==> src/rtl/stream_mux_nx1.sv <==
// stream_mux_nx1: N-to-1 valid/ready stream mux, external select or round-robin.
// Define STREAM_MUX_PARITY_EN to add the registered even-parity output out_par.
module stream_mux_nx1 #(
    parameter int  N    = 4,
    parameter int  W    = 8,
    parameter int  MODE = 0,
    localparam int SW   = $clog2(N)
) (
    input  logic           clk,
    input  logic           rst_n,
    input  logic [N*W-1:0] in_data,
    input  logic [N-1:0]   in_valid,
    output logic [N-1:0]   in_ready,
    input  logic [SW-1:0]  sel,
    output logic [W-1:0]   out_data,
    output logic           out_valid,
    input  logic           out_ready,
    output logic [SW-1:0]  out_ch
`ifdef STREAM_MUX_PARITY_EN
    ,
    output logic           out_par
`endif
);

    if (N < 2 || N > 16) begin : g_bad_n
        $error("stream_mux_nx1: N must be in 2..16");
    end
    if (W < 1 || W > 64) begin : g_bad_w
        $error("stream_mux_nx1: W must be in 1..64");
    end
    if (MODE != 0 && MODE != 1) begin : g_bad_mode
        $error("stream_mux_nx1: MODE must be 0 or 1");
    end

    logic [N-1:0]  grant;
    logic [SW-1:0] gnt_idx;
    logic [W-1:0]  gnt_data;
    logic          load_en;
    logic          xfer;

    logic [W-1:0]  data_q, data_d;
    logic          valid_q, valid_d;
    logic [SW-1:0] ch_q, ch_d;

    // Output register can take a word when empty or being drained this edge.
    assign load_en  = ~valid_q | out_ready;
    assign in_ready = grant & {N{load_en}};
    assign xfer     = |(in_valid & in_ready);

    if (MODE == 0) begin : g_ext
        always_comb begin
            grant   = '0;
            gnt_idx = sel;
            for (int k = 0; k < N; k++) begin
                if (sel == SW'(k)) begin
                    grant[k] = 1'b1;
                end
            end
        end
    end else begin : g_rr
        logic [SW-1:0] ptr_q, ptr_d;
        logic          sel_unused;

        assign sel_unused = ^sel;

        // Search starts one past the last granted channel, wrapping at N.
        always_comb begin
            logic found;
            found   = 1'b0;
            grant   = '0;
            gnt_idx = '0;
            for (int i = 1; i <= N; i++) begin
                for (int k = 0; k < N; k++) begin
                    if (!found && in_valid[k] &&
                        (k == (int'(ptr_q) + i) % N)) begin
                        found    = 1'b1;
                        grant[k] = 1'b1;
                        gnt_idx  = SW'(k);
                    end
                end
            end
        end

        assign ptr_d = xfer ? gnt_idx : ptr_q;

        always_ff @(posedge clk or negedge rst_n) begin
            if (!rst_n) begin
                ptr_q <= SW'(N - 1);
            end else begin
                ptr_q <= ptr_d;
            end
        end
    end

    always_comb begin
        gnt_data = '0;
        for (int k = 0; k < N; k++) begin
            if (grant[k]) begin
                gnt_data = in_data[k*W +: W];
            end
        end
    end

    always_comb begin
        valid_d = valid_q;
        data_d  = data_q;
        ch_d    = ch_q;
        if (load_en) begin
            valid_d = xfer;
            if (xfer) begin
                data_d = gnt_data;
                ch_d   = gnt_idx;
            end
        end
    end

    always_ff @(posedge clk or negedge rst_n) begin
        if (!rst_n) begin
            valid_q <= 1'b0;
            data_q  <= '0;
            ch_q    <= '0;
        end else begin
            valid_q <= valid_d;
            data_q  <= data_d;
            ch_q    <= ch_d;
        end
    end

    assign out_valid = valid_q;
    assign out_data  = data_q;
    assign out_ch    = ch_q;

`ifdef STREAM_MUX_PARITY_EN
    logic par_q, par_d;

    always_comb begin
        par_d = par_q;
        if (load_en && xfer) begin
            par_d = ^gnt_data;
        end
    end

    always_ff @(posedge clk or negedge rst_n) begin
        if (!rst_n) begin
            par_q <= 1'b0;
        end else begin
            par_q <= par_d;
        end
    end

    assign out_par = par_q;
`else
`endif

endmodule

==> config.mk <==
export PLATFORM = sky130hd
export DESIGN_NAME = stream_mux_nx1
export DESIGN_NICKNAME = d
export VERILOG_FILES = /design/src/rtl/stream_mux_nx1.sv
export SDC_FILE = /design/constraint.sdc
export NUM_CORES = 1
export LEC_CHECK = 0
export CAP_MARGIN = 30
export CORE_MARGIN = 2
export CORE_UTILIZATION = 33
export CTS_CLUSTER_DIAMETER = 200
export DETAILED_ROUTE_END_ITERATION = 6
export GPL_ROUTABILITY_DRIVEN = 0
export PLACE_DENSITY = 0.84
export SYNTH_ARGS = -nofsm -noshare
export SYNTH_HDL_FRONTEND = slang
export SYNTH_SLANG_ARGS = --single-unit
==> constraint.sdc <==
create_clock -name clk -period 1.8 [get_ports clk]
set_input_delay 0.36 -clock clk [delete_from_list [all_inputs] [get_ports clk]]
set_output_delay 0.36 -clock clk [all_outputs]
set_load 0.02 [all_outputs]
==> metrics list <==
- Run status: complete, no violations
* Number of max-slew violations in the final report: 0
* Max-capacitance violation count: 0
- PD cells: 729 mW/mm^2
- Via density: 4.74
- Critical path arrival: 1380 ps
- STA puts the critical path data required time at 1440 ps.
- Total of flip-flops plus latches after synthesis: 11
* Setup-violating endpoint count in the final report: 0
- Core footprint: 0.00202 mm^2
* Clock-pin slew reported for the worst setup and hold paths after clock tree synthesis: 70 ps
- Number of detailed-routing iterations run before antenna repair: 3
- Number of global-route vias before repair: 735
* Fraction of final layout cells sized beyond drive strength 1: 22.9%
- Of the available clock period, the critical path in the final layout requires 96.6%.
- Total global-route track usage: around 16%
- Of all nets on the critical path, the largest fanout is 3.
- The die covers around 0.0026 mm^2.
- CTS Root Cell: clkbuf_4
- Final instance area: 0.00135 mm^2
- Between clock sinks in the finished design, the worst skew comes to ~7.7 ps.
- The worst setup path is of the in2out kind.
* Synthesized netlist net count: 88
* Master of the slowest instance on the critical path: clkdlybuf4s50_1
- The first global-routing pass estimated 3070 um of wire.
- Initial Utilization: 35.8%
- Largest net degree at the start of global routing: 12
* CTS tree: built
- Maximum count of clock buffers along a single path: 2
- Yosys warning count: 0
- Summed over all cells, the static leakage comes to between 0.5 and 0.6 nW.
* Peak supply drop: 0.499 mV
* Top-area cell type share of the netlist area: 38.1%
- Rows: 16
- The die is roughly 50 um tall.
- At the pin with the least slew margin, the transition time is 497 ps.
- Number of filler instances in the final layout: 160
- Hold Crit Class: in2async
* Unrepaired setup endpoints after global routing: false
- Number of remaining DRC errors: 0
- After technology mapping, the gate count stands at 47.
* Sum of net half-perimeters after detailed placement: roughly 1600 um
* Antenna Cells: 0
- Max frequency: 575 MHz
- The number of hold violations in the final report came to 0.
- Measured in cells, the most critical reg-to-reg path has a length of 5.
- CTS H-tree lvls: 1
- CP Launch Type: primary input
* Detailed Route Iter0 Violations: 3
- Shortest period the worst path allows: ~1700 ps
* Most area-consuming cells after synthesis: dfrtp_1 (38%), mux4_1 (25%), mux2_2 (14%)
- Each instance of the synthesized netlist takes up on average 15.4 um^2.
- Gr ovfl total: 0
- For this run, the slowest stage of the critical path takes 410 ps.
- Cell-by-cell listing of the critical path: clkdlybuf4s50_1 > nor2b_1 > nor3_1 > dlygate4sd2_1
* Final worst hold slack: ~420 ps
* Clock sink count: 11
* Synth cell types: 21
* Total number of vias: 645
- Post-detailed-route count of antenna-violating nets: 0
- Normalized max-slew margin: 66.7%
* Clock latency of the later-clocked register in the worst-skew pair: 270 ps
* Initial antenna violation count: 0
* Total routed wirelength: 1890 um
* PortBufs: 55
- Cell area reported after detailed placement: 0.00134 mm^2
- Summing the sequential cell areas from Yosys gives 38.1% of the chip area.
* Area growth, synth to finish: 86.3%
- TritonCTS created 3 clock buffers.
* Mapped cell area: 723 um^2
- Overall power consumption: 0.983 mW
- Yosys top cell by area: dfrtp_1
- For this run, the post-layout net count is 151.
- STA classifies the critical path endpoint as an output pin.
- Per-cell routed wire length: 13.9 um
- 56 I/O pins were placed.
- Die width: approximately 51 um
## worst max-delay path: cells and delay by family
family                 cells  cell delay (ps)
buffers and inverters      2              740
AND/OR/NAND/NOR            2              290
## cell usage after synthesis
library cell  instances
nor3b_1               1
buf_1                 1
nor2b_1               1
and3_1                1
buf_6                 1
mux2i_1               1
clkbuf_1              1
mux2_4                1
mux4_1                7
nor2_1                1
nand2_1               2
a31oi_4               1
mux4_2                1
inv_1                 1
o21ai_0               1
nand3_1               1
mux2_2                9
nand2b_1              1
nor3_1                2
clkbuf_8              1
dfrtp_1              11
## cell families (layout without fill, tap and decap cells)
logic type	count (synthesis)	after routing	synth area share, %
simple gates	10	10	7.27
flops	11	11	38.1
buf+inv	5	67	5.02
compound gates	2	2	3.63
mux	19	19	46.0
## what timing repair did
item	4_1_cts	5_1_grt
hold buffers	0	0
endpoints found under the hold margin	0	0
setup buffers	0	0
cloned	0	0
setup endpoints to repair	13	3
resized for setup	8	5
## power by group
part / internal (mW) / total, mW / leakage [nW] / switching, mW
Clock: 0.0856 / 0.167 / 0.0150 / 0.0814
Combinational: 0.286 / 0.472 / 0.426 / 0.186
Sequential: 0.309 / 0.343 / 0.128 / 0.0344
Total: 0.681 / 0.983 / 0.569 / 0.302
## cell usage in the layout (no fill, tap or decap), types with 2 or more instances in the layout
master	Yosys	layout
clkdlybuf4s50_1	0	49
dfrtp_1	11	11
mux2_2	9	9
mux4_1	7	7
buf_4	0	6
clkbuf_4	0	3
dlygate4sd2_1	0	3
clkbuf_2	0	3
nand2_1	2	2
nor3_1	2	2
## worst paths after layout
check | startpoint | to | slack, ps
hold reg to reg | out_data[0] | out_data[0] | 510
min in group clk | out_data[0] | out_data[0] | 510
setup / recovery | out_ready | in_ready[0] | 60
hold / removal | rst_n | out_data[4] | 420
setup reg to reg | out_valid | out_data[1] | 230
max in group asynchronous | rst_n | out_data[0] | 1040
## per-layer routing
metal / vias up / routed length, um / track usage [%]
met2: 33 / 1060 / 32.2
met5: - / 0 / 0
met4: 0 / 19 / 6.76
met3: 2 / 130 / 2.92
met1: 299 / 676 / 16.9
li1: 311 / - / -
## final cells by class
class                           count  area [um^2]  area share (%)
Clock buffer                        4         26.3            1.95
Sequential cell                    11          275            20.4
Multi-Input combinational cell     31          412            30.5
Tap cell                           27         33.8            2.51
Timing Repair Buffer               62          597            44.3
Inverter                            1         3.75           0.279
## through the flow
stage	std cells	utilization [%]	TNS, ps	setup slack [ps]
after global placement	132	66.3	-4250	-362
after CTS	136	67.3	0	8.31
final	136	66.6	0	60.6
after global routing	136	66.6	0	13.2
after detailed placement	132	66.3	-4700	-383
after floorplan	47	-	0	135
## state kept, by name, indices dropped and copies added, names as in the netlist
signal     cells
out_data       8
out_ch         2
out_valid      1
Power figures use the tool's default switching activity.
